`config.mk`:
```
export PLATFORM = sky130hd
export DESIGN_NAME = ins_uart_loader
export DESIGN_NICKNAME = d
export VERILOG_FILES = /design/src/rtl/ins_uart_loader.sv
export SDC_FILE = /design/constraint.sdc
export NUM_CORES = 1
export LEC_CHECK = 0
export ABC_AREA = 0
export CORE_MARGIN = 2
export CORE_UTILIZATION = 40
export CTS_CLUSTER_DIAMETER = 50
export DETAILED_ROUTE_END_ITERATION = 16
export PLACE_DENSITY = 0.66
export SLEW_MARGIN = 15
export SYNTH_ARGS = -nofsm -noshare
export SYNTH_HDL_FRONTEND = slang
export SYNTH_SLANG_ARGS = --single-unit
export TNS_END_PERCENT = 30
```
`constraint.sdc`:
```
create_clock -name CLK -period 2.3 [get_ports CLK]
set_input_delay 0.46 -clock CLK [delete_from_list [all_inputs] [get_ports CLK]]
set_output_delay 0.46 -clock CLK [all_outputs]
set_load 0.02 [all_outputs]
```
`src/rtl/ins_uart_loader.sv`:
```
// UART (8N1) instruction loader: assembles big-endian 32-bit words from received
// bytes and writes them to the instruction memory at an auto-incrementing address.
module ins_uart_loader #(
  parameter int CLKS_PER_BIT = 434,
  parameter int ADDR_W       = 8,
  parameter int IDLE_CLKS    = 50000
) (
  input  logic              CLK,
  input  logic              RST,
  input  logic              RXD,
  input  logic              LOAD_EN,
  input  logic              ADDR_CLR,
  output logic [31:0]       W_Ins,
  output logic              WE,
  output logic [ADDR_W-1:0] W_ADDR,
  output logic              FERR,
  output logic [15:0]       WCNT
);
  localparam int TW = $clog2(CLKS_PER_BIT) + 1;
  localparam int IW = $clog2(IDLE_CLKS) + 1;
  localparam logic [TW-1:0]     TMR_ONE   = TW'(1);
  localparam logic [TW-1:0]     BIT_LAST  = TW'(CLKS_PER_BIT - 1);
  localparam logic [TW-1:0]     HALF_LAST = TW'(CLKS_PER_BIT / 2 - 1);
  localparam logic [IW-1:0]     IDLE_ONE  = IW'(1);
  localparam logic [IW-1:0]     IDLE_LAST = IW'(IDLE_CLKS - 1);
  localparam logic [ADDR_W-1:0] ADDR_ONE  = ADDR_W'(1);

  typedef enum logic [1:0] {IDLE, START, DATA, STOP} state_t;

  state_t        state, state_n;
  logic          sync1, rx_s;
  logic [TW-1:0] tmr, tmr_n;
  logic [2:0]    idx, idx_n;
  logic [7:0]    shreg, shreg_n;
  logic          brk, brk_n;
  logic          byte_ok, ferr_s;
  logic [1:0]    byte_cnt;
  logic [23:0]   word;
  logic [IW-1:0] idle_cnt;

  // Receiver next-state logic; brk holds STOP after a framing error until the line idles.
  always_comb begin
    state_n = state;
    tmr_n   = tmr + TMR_ONE;
    idx_n   = idx;
    shreg_n = shreg;
    brk_n   = brk;
    byte_ok = 1'b0;
    ferr_s  = 1'b0;
    if (!LOAD_EN) begin
      state_n = IDLE;
      tmr_n   = '0;
      brk_n   = 1'b0;
    end else begin
      case (state)
        IDLE: begin
          tmr_n = '0;
          if (!rx_s) state_n = START;
          else       state_n = IDLE;
        end
        START: begin
          if (tmr == HALF_LAST) begin
            tmr_n   = '0;
            idx_n   = 3'd0;
            state_n = rx_s ? IDLE : DATA;
          end else begin
            state_n = START;
          end
        end
        DATA: begin
          if (tmr == BIT_LAST) begin
            tmr_n   = '0;
            shreg_n = {rx_s, shreg[7:1]};
            idx_n   = idx + 3'd1;
            state_n = (idx == 3'd7) ? STOP : DATA;
          end else begin
            state_n = DATA;
          end
        end
        STOP: begin
          if (brk) begin
            tmr_n = '0;
            if (rx_s) begin
              brk_n   = 1'b0;
              state_n = IDLE;
            end else begin
              state_n = STOP;
            end
          end else if (tmr == BIT_LAST) begin
            tmr_n = '0;
            if (rx_s) begin
              byte_ok = 1'b1;
              state_n = IDLE;
            end else begin
              ferr_s = 1'b1;
              brk_n  = 1'b1;
            end
          end else begin
            state_n = STOP;
          end
        end
        default: begin
          state_n = IDLE;
          tmr_n   = '0;
          brk_n   = 1'b0;
        end
      endcase
    end
  end

  // Receiver state, word assembly, idle timeout, address and write-count registers.
  always_ff @(posedge CLK) begin
    if (RST) begin
      sync1    <= 1'b1;
      rx_s     <= 1'b1;
      state    <= IDLE;
      tmr      <= '0;
      idx      <= 3'd0;
      shreg    <= 8'd0;
      brk      <= 1'b0;
      byte_cnt <= 2'd0;
      word     <= 24'd0;
      idle_cnt <= '0;
      W_Ins    <= 32'd0;
      WE       <= 1'b0;
      W_ADDR   <= '0;
      FERR     <= 1'b0;
      WCNT     <= 16'd0;
    end else begin
      sync1 <= RXD;
      rx_s  <= sync1;
      state <= state_n;
      tmr   <= tmr_n;
      idx   <= idx_n;
      shreg <= shreg_n;
      brk   <= brk_n;
      FERR  <= ferr_s;
      WE    <= 1'b0;

      if (WE) begin
        byte_cnt <= 2'd0;
        idle_cnt <= '0;
      end else if (byte_ok) begin
        idle_cnt <= '0;
        if (byte_cnt == 2'd3) begin
          WE    <= 1'b1;
          W_Ins <= {word, shreg_n};
        end else begin
          byte_cnt <= byte_cnt + 2'd1;
          word     <= {word[15:0], shreg_n};
        end
      end else if (byte_cnt != 2'd0) begin
        if (idle_cnt == IDLE_LAST) begin
          byte_cnt <= 2'd0;
          idle_cnt <= '0;
        end else begin
          idle_cnt <= idle_cnt + IDLE_ONE;
        end
      end else begin
        idle_cnt <= '0;
      end

      // A clear overrides both the byte count and the post-write increment.
      if (ADDR_CLR) begin
        byte_cnt <= 2'd0;
        W_ADDR   <= '0;
      end else if (WE) begin
        W_ADDR <= W_ADDR + ADDR_ONE;
      end else begin
        W_ADDR <= W_ADDR;
      end

      if (WE && (WCNT != 16'hFFFF)) WCNT <= WCNT + 16'd1;
      else                          WCNT <= WCNT;
    end
  end
endmodule

```
==> run metrics, run 1 <==
Tmin final=2210 ps; drt total wl=12800 µm; worst path bufs/invs=2; critical path arrival=2460 ps; power per cell area=695 nW/µm²; prevailing post-synth register cell=dfxtp_1; CP max stage cell=or4bb_1; Port Buffers=62; status=finished clean; router iterations before antenna repair=5; cts bufs inserted=17; WP data required=2560 ps; Final GP Congestion=0.829; Die Wd=123 µm; RSZ-0062 raised after global routing=false; CTS tree=done; worst clock skew=10.1 ps; number of synthesized flops with an enable pin=0; post-synthesis adder-cell area fraction=2.21%; Seq/Total Area, Yosys=45.0%; core footprint=13800 µm²; area of the mapped netlist=5650 µm²; Final Util=51.5%; wire length per cell=14.5 µm; post-synthesis cell type count=58; Pleak=2.35 nW; Die Height=123 µm; Synth Register Bits=127; Worst Tran Pin Value=700 ps; postcts setup bufs=0; initial antenna violation count=0; fin crit share=95.9%; share of cells above drive strength 1=12.4%; syn nets=645; Total Die Area=15100 µm²; Achievable Freq=453 MHz; crit start category=input port; Yosys Warn Count=0; Slew HR=53.3%; first-pass GRT wire length=21500 µm; Area Overhead vs Synth=25.9%; IO Pins=63; vias per cell=5.48; hpwl dp=8750 µm; CP endpoint kind=register; Via Count=4839; largest fanout on the critical path=8; clock sink count=127; largest net degree at the start of global routing=71; total of max-cap violations=0; simple-gate share of the synthesized area=23.5%; Syn Area/Cell=8.97 µm²; Initial DRC Count=304; CP Cell Sequence=clkdlybuf4s50_1, or4bb_1, or4_4, buf_4, o21ai_1, a21oi_1; Resized Gates After CTS=0; Max VDD drop=0.450 mV; area of the multi-input gates=2820 µm²; global-route usage over all layers=17.8%; Post-CTS Hold Buffers=0; Post-DRT Antenna Nets=0; DRC=0; clock-pin slew on the worst setup and hold paths=50 ps; slowest stage delay, CP=530 ps; setup violators final=0; sequential cell area=2540 µm²; root buf cell=clkbuf_16; antenna diode count=0; vias in the first global route=4588; largest family of logic cells by synthesized area=simple AND/OR/NAND/NOR gates; Initial Utilization=40.9%; row count=43; ys async rst share=0%; Clock Latency Late Sink=410 ps; Worst Hold Slack=408 ps; XOR/XNOR Fraction of Synth Area=3.56%; post-synthesis compound-gate area fraction=16.6%; fin nets=707; CP top delay family=simple AND/OR/NAND/NOR gates; buffer depth of the longest clock path=2; Mapped Cells=630; Setup Crit Path Kind=in -> reg; Hold Crit Class=reg -> reg; Hold Fails Final Rpt=0; # H-tree levels=4; Max Slew Vio Count=0; post-synthesis mux area share=3.85%; filler instances=1238; Overflow after GRT=0
==> synthesized netlist by cell type, drive strengths merged, types with 12 or more instances <==
cell,count,area (µm²)
a211oi,22,165
a21oi,69,345
buf,14,133
clkbuf,32,120
dfxtp,127,2540
inv,12,45.0
mux2i,12,128
nand2,23,86.3
nand3,52,260
nand4,17,106
nor2,40,165
nor3,18,140
nor4,12,96.3
o21ai,52,260
xor2,17,149
==> per-layer routing <==
| metal | up-vias | global-route usage, % | share of wire, % |
|---|---|---|---|
| met1 | 2298 | 22.7 | 46 |
| met5 | - | 0 | 0 |
| met4 | 0 | 7.04 | 1.4 |
| met2 | 106 | 28.8 | 49 |
| met3 | 16 | 4.55 | 4.0 |
| li1 | 2419 | - | - |
==> registers in the layout, indices dropped and copies added (netlist names) <==
| name | count |
|---|---|
| word | 24 |
| rx_s | 1 |
| WE | 1 |
| W_ADDR | 8 |
| sync1 | 1 |
| shreg | 8 |
| FERR | 1 |
| idx | 3 |
| tmr | 10 |
| idle_cnt | 17 |
| W_Ins | 32 |
| state | 2 |
| WCNT | 16 |
| byte_cnt | 2 |
| brk | 1 |
==> path summary, 6_finish.rpt <==
check / slack [ps] / start / depth (start not counted) / end
setup / recovery: 90 / LOAD_EN / 6 / W_Ins[18]
hold / removal: 410 / sync1 / 1 / rx_s
setup reg to reg: 150 / tmr[2] / 4 / W_Ins[0]
hold reg to reg: 410 / sync1 / 1 / rx_s
==> cells by family after synthesis <==
logic type,count (synthesis)
muxes,20
AOI/OAI and AO/OA,164
xor gates and xnor gates,23
and+or+nand+nor,228
adders and majority gates,10
DFF,127
buffers and inverters,58
==> cell usage in the layout (no fill, tap or decap), types with 3 or more instances in the layout <==
cell type	instances
a211oi_1	22
a21oi_1	69
and3_1	9
and4_1	5
buf_12	6
buf_4	21
bufinv_16	3
clkbuf_1	4
clkbuf_16	17
clkbuf_8	3
clkdlybuf4s50_1	61
dfxtp_1	127
ha_1	10
inv_1	12
mux2_2	8
mux2i_1	10
nand2_1	23
nand2b_1	9
nand3_1	52
nand4_1	17
nor2_1	37
nor2b_1	10
nor3_1	7
nor3_2	11
nor4_1	10
o21ai_0	13
o21ai_1	39
o31ai_1	4
or2_2	4
or3_1	10
or4_1	4
xnor2_1	6
xor2_1	17
==> cell type report <==
type,instances,area share [%]
Sequential cell,127,35.7
Tap cell,180,3.17
Clock inverter,6,1.51
Timing Repair Buffer,89,12.6
Multi-Input combinational cell,445,39.6
Clock buffer,24,6.77
Inverter,12,0.633
==> power breakdown <==
group | internal (mW) | leakage [nW] | switching (mW) | total [mW]
sequential | 2.20 | 1.02 | 0.00192 | 2.21
clock | 1.77 | 0.286 | 0.900 | 2.67
combinational | 0.0202 | 1.04 | 0.0443 | 0.0645
==> metrics by stage <==
step / worst slack (ps) / instance area [µm²] / power, mW / TNS [ps] / cells
2_1_floorplan: 206 / 5650 / 2.30 / 0 / 630
3_3_place_gp: -248 / 6520 / 2.31 / -15540 / 853
3_5_place_dp: -308 / 6520 / 2.32 / -18330 / 853
4_1_cts: 118 / 7110 / 5.00 / 0 / 883
5_1_grt: 22.4 / 7120 / 5.10 / 0 / 883
6_report: 94.8 / 7120 / 4.94 / 0 / 883
No activity file was read; power rests on OpenSTA's default activity.
==> run 2: changes to the inputs <==
MAX_ROUTING_LAYER = met4   (was default)
==> run metrics, run 2 (synthesis gave the netlist of run 1 again) <==
Clock Latency Late Sink=410 ps; worst clock skew=5.86 ps; area of all placed cells without fillers=7120 µm²; Initial Utilization=40.9%; fin nets=707; top flop regs=W_Ins: 32 flops, word: 24 flops, idle_cnt: 17 flops; router iterations before antenna repair=5; busiest grt layer=met2; clock-pin slew on the worst setup and hold paths=50 ps; Tmin final=2190 ps; Slew HR=53.7%; CTS tree=done; global routing met3 resource utilization=4.41%; Post-CTS Hold Buffers=0; root buf cell=clkbuf_16; wire length per cell=14.5 µm; Non-Filler Instances=883; hpwl dp=8750 µm; Max Slew Vio Count=0; commonest cells after routing, fill and taps aside=dfxtp_1 (127), a21oi_1 (69), clkdlybuf4s50_1 (61); Post-DP Area=6520 µm²; largest net degree at the start of global routing=71; buffer depth of the longest clock path=2; vias in the first global route=4592; setup violators final=0; Die Wd=123 µm; slowest stage delay, CP=530 ps; Hold Fails Final Rpt=0; WP data required=2560 ps; vias per cell=5.48; Hold Crit Class=reg -> reg; row count=43; Final Util=51.5%; Achievable Freq=456 MHz; cts bufs inserted=17; drt total wl=12800 µm; antenna diode count=0; share of cells above drive strength 1=12.4%; fin crit share=95.3%; crit start category=input port; Cells after DPL=853; commonest non-fill, non-tap cell in the layout=dfxtp_1; GR Util met2=28.8%; Initial DRC Count=357; Setup Crit Path Kind=in -> reg; Port Buffers=62; CP max stage cell=or4_4; clock sink count=127; worst hold path depth=1; Pleak=2.35 nW; Post-DRT Antenna Nets=0; Worst Reg2Reg Path Length in Cells=4; largest fanout on the critical path=8; RSZ-0062 raised after global routing=false; CP endpoint kind=register; critical path arrival=2450 ps; status=finished clean; number of flip-flops in the largest register=32; Total Die Area=15100 µm²; total of max-cap violations=0; power per cell area=695 nW/µm²; Max VDD drop=0.451 mV; DRC=0; CP Cell Sequence=clkdlybuf4s50_1, or4bb_1, or4_4, buf_4, o21ai_1, a21oi_1; initial antenna violation count=0; global-route usage over all layers=18.3%; # H-tree levels=4; Worst Hold Slack=407 ps; largest reg by FF count=W_Ins; Via Count=4840; met1 Track Usage GR=22.8%; Overflow after GRT=0; Final GP Congestion=0.842; core footprint=13800 µm²; Die Height=123 µm; first-pass GRT wire length=21500 µm; Worst Tran Pin Value=694 ps; Area Overhead vs Synth=25.9%; IO Pins=63
[run 2: cell counts in the layout (fill, tap and decap cells not counted)]
Identical to the previous run, type by type.
[run 2: worst max-delay path: cells and delay by family]
family,cells,cell delay (ps)
buf+inv,2,700
compound gates,2,240
simple gates,2,1050
[run 2: stage by stage]
step                TNS (ps)  worst slack (ps)  power, mW
global placement      -15540              -248       2.31
finish                     0               107       4.94
global route               0              21.0       5.10
CTS                        0               118       5.00
floorplan                  0               206       2.30
detailed placement    -18330              -308       2.32
[run 2: layer usage]
metal | vias to the layer above | share of wire (%)
met4 | 0 | 1.2
met5 | - | 0
met1 | 2301 | 45
met3 | 14 | 4.3
met2 | 105 | 49
li1 | 2420 | -
[run 2: power by group]
part / internal, mW / switching, mW / leakage [nW]
clock network: 1.77 / 0.899 / 0.286
registers: 2.20 / 0.00194 / 1.02
logic: 0.0202 / 0.0442 / 1.04
total: 4.00 / 0.945 / 2.35
[run 2: repair_timing]
action,4_1_cts,5_1_grt
setup endpoints to repair,0,1
setup buffers,0,0
gates resized for setup,0,1
[run 2: area by class of cell]
class                      instances  area, µm²
multi-input combinational        445       2820
sequential                       127       2540
tap                              180        225
clock buffer                      24        482
timing repair buffer              89        893
inverter                          12       45.0
clock inverter                     6        108
fill                            1238       6710
[run 2: worst paths after layout]
check / from / end / slack (ps)
max: LOAD_EN / W_Ins[18] / 110
min: sync1 / rx_s / 410
max reg2reg: tmr[2] / W_Ins[0] / 160
min reg2reg: sync1 / rx_s / 410
==> variant 1: new RTL, settings of run 1 <==
Re-encode `state_t` (4 states) as one-hot, 4 bits wide.
--- a/src/rtl/ins_uart_loader.sv
+++ b/src/rtl/ins_uart_loader.sv
@@ -25,7 +25,7 @@
   localparam logic [IW-1:0]     IDLE_LAST = IW'(IDLE_CLKS - 1);
   localparam logic [ADDR_W-1:0] ADDR_ONE  = ADDR_W'(1);
 
-  typedef enum logic [1:0] {IDLE, START, DATA, STOP} state_t;
+  typedef enum logic [3:0] {IDLE = 4'b0001, START = 4'b0010, DATA = 4'b0100, STOP = 4'b1000} state_t;
 
   state_t        state, state_n;
   logic          sync1, rx_s;
Function: same outputs for any inputs over 4 cycles, from zero or initial values and one cycle with RST high; so few cycles prove little.
==> variant 1 against run 1 <==
- total power fell by 4.7%
- sequential cell count increased by 2
- design area rose by 1.5%
- die area up 2.2%
- setup slack lost 0.027 ns
- first-iteration DRC count up 78%
- global-route usage increased by 0.20 points
- area after synthesis rose by 2.3%
- routed wire length is 7.1% higher
- largest cell class unchanged
==> variant 1: results (changes against run 1) <==
Route
  • DRT iter0 DRCs: 542 (+78%)
  • Vias: 5163 (+6.7%)
  • Via density per instance: 5.69 (+3.9%)
  • Total Wirelength: 13700 µm (+7.1%)
  • Drt first pass iters: 4 (-1)

Logic synthesis
  • Post-Syn Nets: 676 (+4.8%)
  • Synth area leaders: dfxtp_1 45%, a21oi_1 5.5%, nand4_1 5.0%, a211oi_1 3.2%, nor3_1 3.0%
  • Synth cell types: 61 (+5.2%)
  • Synth Instances: 661 (+4.9%)

Power and ir drop
  • Pint: 3.67 mW (-8.3%)
  • Clk network pwr share: 50.7% (-3.4 points)
  • P_comb: 0.0785 mW (+22%)

Global routing
  • Global Route met3 Usage: 4.68% (+0.13 points)
  • GR Util met2: 29.9% (+1.0 points)
  • Gr usage total: 18.0% (+0.20 points)
  • Global-route track usage on met1: 22.6% (-0.10 points)
  • Largest net degree at the start of global routing: 66 (-7.0%)
  • First-pass GRT wire length: 23700 µm (+10%)

Place
  • Placed cells: 875 (+2.6%)
  • GP Congestion: 0.848 (+2.2%)
  • Area after DPL: 0.00667 mm² (+2.3%)

STA
  • Hold_ws: 0.320 ns (-0.0878 ns)
  • Final worst-path cycle share: 97.1% (+1.2 points)

Finish
  • Final #Nets: 729 (+3.1%)

Worst hold path
  • Hold Path End: idx[2]$_SDFFE_PP0P_

Setup path
  • CP startpoint kind: flip-flop

Status
  • Status: complete, no violations
==> variant 1: changes by cell type after synthesis, sizes merged, moves of 5 or more <==
cell,run 1,this run
nand4,17,46
nand3,52,34
nor3,18,35
a31oi,2,10
nor2,40,33
or3,10,3
a21oi,69,63
clkbuf,32,37
o21ai,52,47
xnor2,6,11
==> variant 1: cells by family after synthesis <==
logic type               Yosys count  synth area share (%)
AND/OR/NAND/NOR                  239                  23.8
buffers and inverters             67                  4.69
XOR/XNOR                          28                  4.24
multiplexers                      14                  2.51
flip-flops                       129                  44.6
AO/OA/AOI/OAI                    174                  18.0
adder cells (fa/ha/maj)           10                  2.16
==> variant 1: area by class of cell <==
cell class              count  area, µm²
inverters                  12       45.0
repair buffers             89        872
well taps                 180        225
multi-input cells         465       2960
flip-flops and latches    129       2580
clock inverters            13       90.1
clock buffers              19        443
fillers                  1311       6770
==> variant 2: new RTL, settings of run 1 <==
Without the edit above. `IDLE_CLKS`: 50000 -> 12500.
--- a/src/rtl/ins_uart_loader.sv
+++ b/src/rtl/ins_uart_loader.sv
@@ -3,7 +3,7 @@
 module ins_uart_loader #(
   parameter int CLKS_PER_BIT = 434,
   parameter int ADDR_W       = 8,
-  parameter int IDLE_CLKS    = 50000
+  parameter int IDLE_CLKS    = 12500
 ) (
   input  logic              CLK,
   input  logic              RST,
Formal check against the unedited RTL: same outputs for any inputs over 4 cycles, from zero or initial values and one cycle with RST high; that may be too few to reach the edited logic, so the function may still have changed.
==> variant 2 against run 1 <==
- sequential cell count is 2 lower
- area after synthesis decreased by 7.8%
- first-iteration DRC count is 15% lower
- sequential power fell by 2%
- total power decreased by 5.3%
- non-clock buffer count is 3 lower
- design area fell by 5.9%
- highest routed layer unchanged
- critical endpoint is now byte_cnt[0]$_SDFFE_PP0P_
- via count decreased by 8.8%
- register-to-register slack improved by 0.06 ns
- critical path type is now reg -> reg
- clock power fell by 7.9%
- setup slack gained 0.12 ns
- synthesized cell count is 6.2% lower
- routed wire length is 8.6% lower
==> variant 2: results (changes against run 1) <==
Global routing
  • Global-route track usage on met1: 22.1% (-0.67 points)
  • First-pass GRT wire length: 20500 µm (-4.5%)
  • Global Route met3 Usage: 4.10% (-0.45 points)
  • GR Util met2: 30.1% (+1.3 points)
  • Gr usage total: 17.7% (-0.10 points)
  • Vias in the first global route: 4351 (-5.2%)

Setup path
  • Worst path slowest cell: or4_1
  • WS Path Type: reg -> reg
  • CP endpoint: byte_cnt[0]$_SDFFE_PP0P_
  • R2R setup slack: 0.21 ns (+0.06 ns)
  • WP data arrival: 2.42 ns (-0.04 ns)
  • CP max FO: 10 (+2)

Logic synthesis
  • Synth cell count leaders: 125 x dfxtp_1, 80 x nor2_1, 77 x nand2_1
  • Synth area leaders: dfxtp_1 48%, nor2_1 5.8%, nand2_1 5.5%, a21oi_1 4.6%, mux2i_1 3.8%
  • Sequential share of the synthesized area: 48.0% (+3.0 points)
  • Synth cell types: 51 (-12%)
  • Post-Syn Nets: 606 (-6.0%)

Status
  • Status: complete, no violations

Power and ir drop
  • P_leak: 2.20 nW (-6.6%)
  • VDD IR max: 0.428 mV (-4.8%)

STA
  • Slew @ Worst Pin: 0.624 ns (-0.0763 ns)
  • Final Skew: 0.00691 ns (-0.00316 ns)
  • Hold_ws: 0.407 ns (-0.000622 ns)

Place
  • GP Congestion: 0.861 (+3.8%)
  • HPWL Detailed: 8010 µm (-8.4%)
  • Placed cells: 818 (-4.1%)

Route
  • Via density per instance: 5.19 (-5.3%)
  • WL/cell: 13.8 µm (-5.1%)
  • DRT iter0 DRCs: 259 (-15%)
  • Total Wirelength: 11700 µm (-8.6%)
-- variant 2: power by group through the flow --
stage	sequential (mW)	combinational (mW)	clock, mW
6_report	2.17	0.0559	2.46
5_1_grt	2.17	0.0613	2.61
4_1_cts	2.17	0.0566	2.52
3_5_place_dp	2.22	0.0559	0
3_3_place_gp	2.22	0.0544	0
2_1_floorplan	2.22	0.0349	0
-- variant 2: metal layers --
metal	wire length [µm]	vias to the layer above
li1	-	2224
met1	5400	2105
met2	5730	67
met3	384	17
met4	185	0
met5	0	-
-- variant 2: stage by stage --
stage	instance area, µm²	TNS, ns
6_report	6700	0
3_5_place_dp	6140	-1.32
2_1_floorplan	5210	0
3_3_place_gp	6140	-0.0414
4_1_cts	6690	0
5_1_grt	6700	0
-- variant 2: logic make-up (layout without fill, tap and decap cells) --
| family | count (synthesis) | count (layout) | synth area share (%) |
|---|---|---|---|
| buffers and inverters | 43 | 130 | 3.70 |
| AND/OR/NAND/NOR | 266 | 266 | 25.5 |
| adder cells (fa/ha/maj) | 10 | 10 | 2.40 |
| flip-flops | 125 | 125 | 48.0 |
| multiplexers | 23 | 23 | 4.49 |
| AO/OA/AOI/OAI | 98 | 98 | 11.6 |
| XOR/XNOR | 26 | 26 | 4.37 |
-- variant 2: critical path, delay by kind of cell (launching register included) --
family,cells,cell delay (ns)
compound gates,1,0.18
flops,1,0.50
simple gates,3,1.34
-- variant 2: final cells by class --
| cell class | instances | area, µm² |
|---|---|---|
| fill | 1144 | 5970 |
| multi-input combinational | 423 | 2530 |
| sequential | 125 | 2500 |
| timing repair buffer | 86 | 858 |
| clock buffer | 25 | 485 |
| tap | 172 | 215 |
| clock inverter | 7 | 62.6 |
| inverter | 12 | 45.0 |
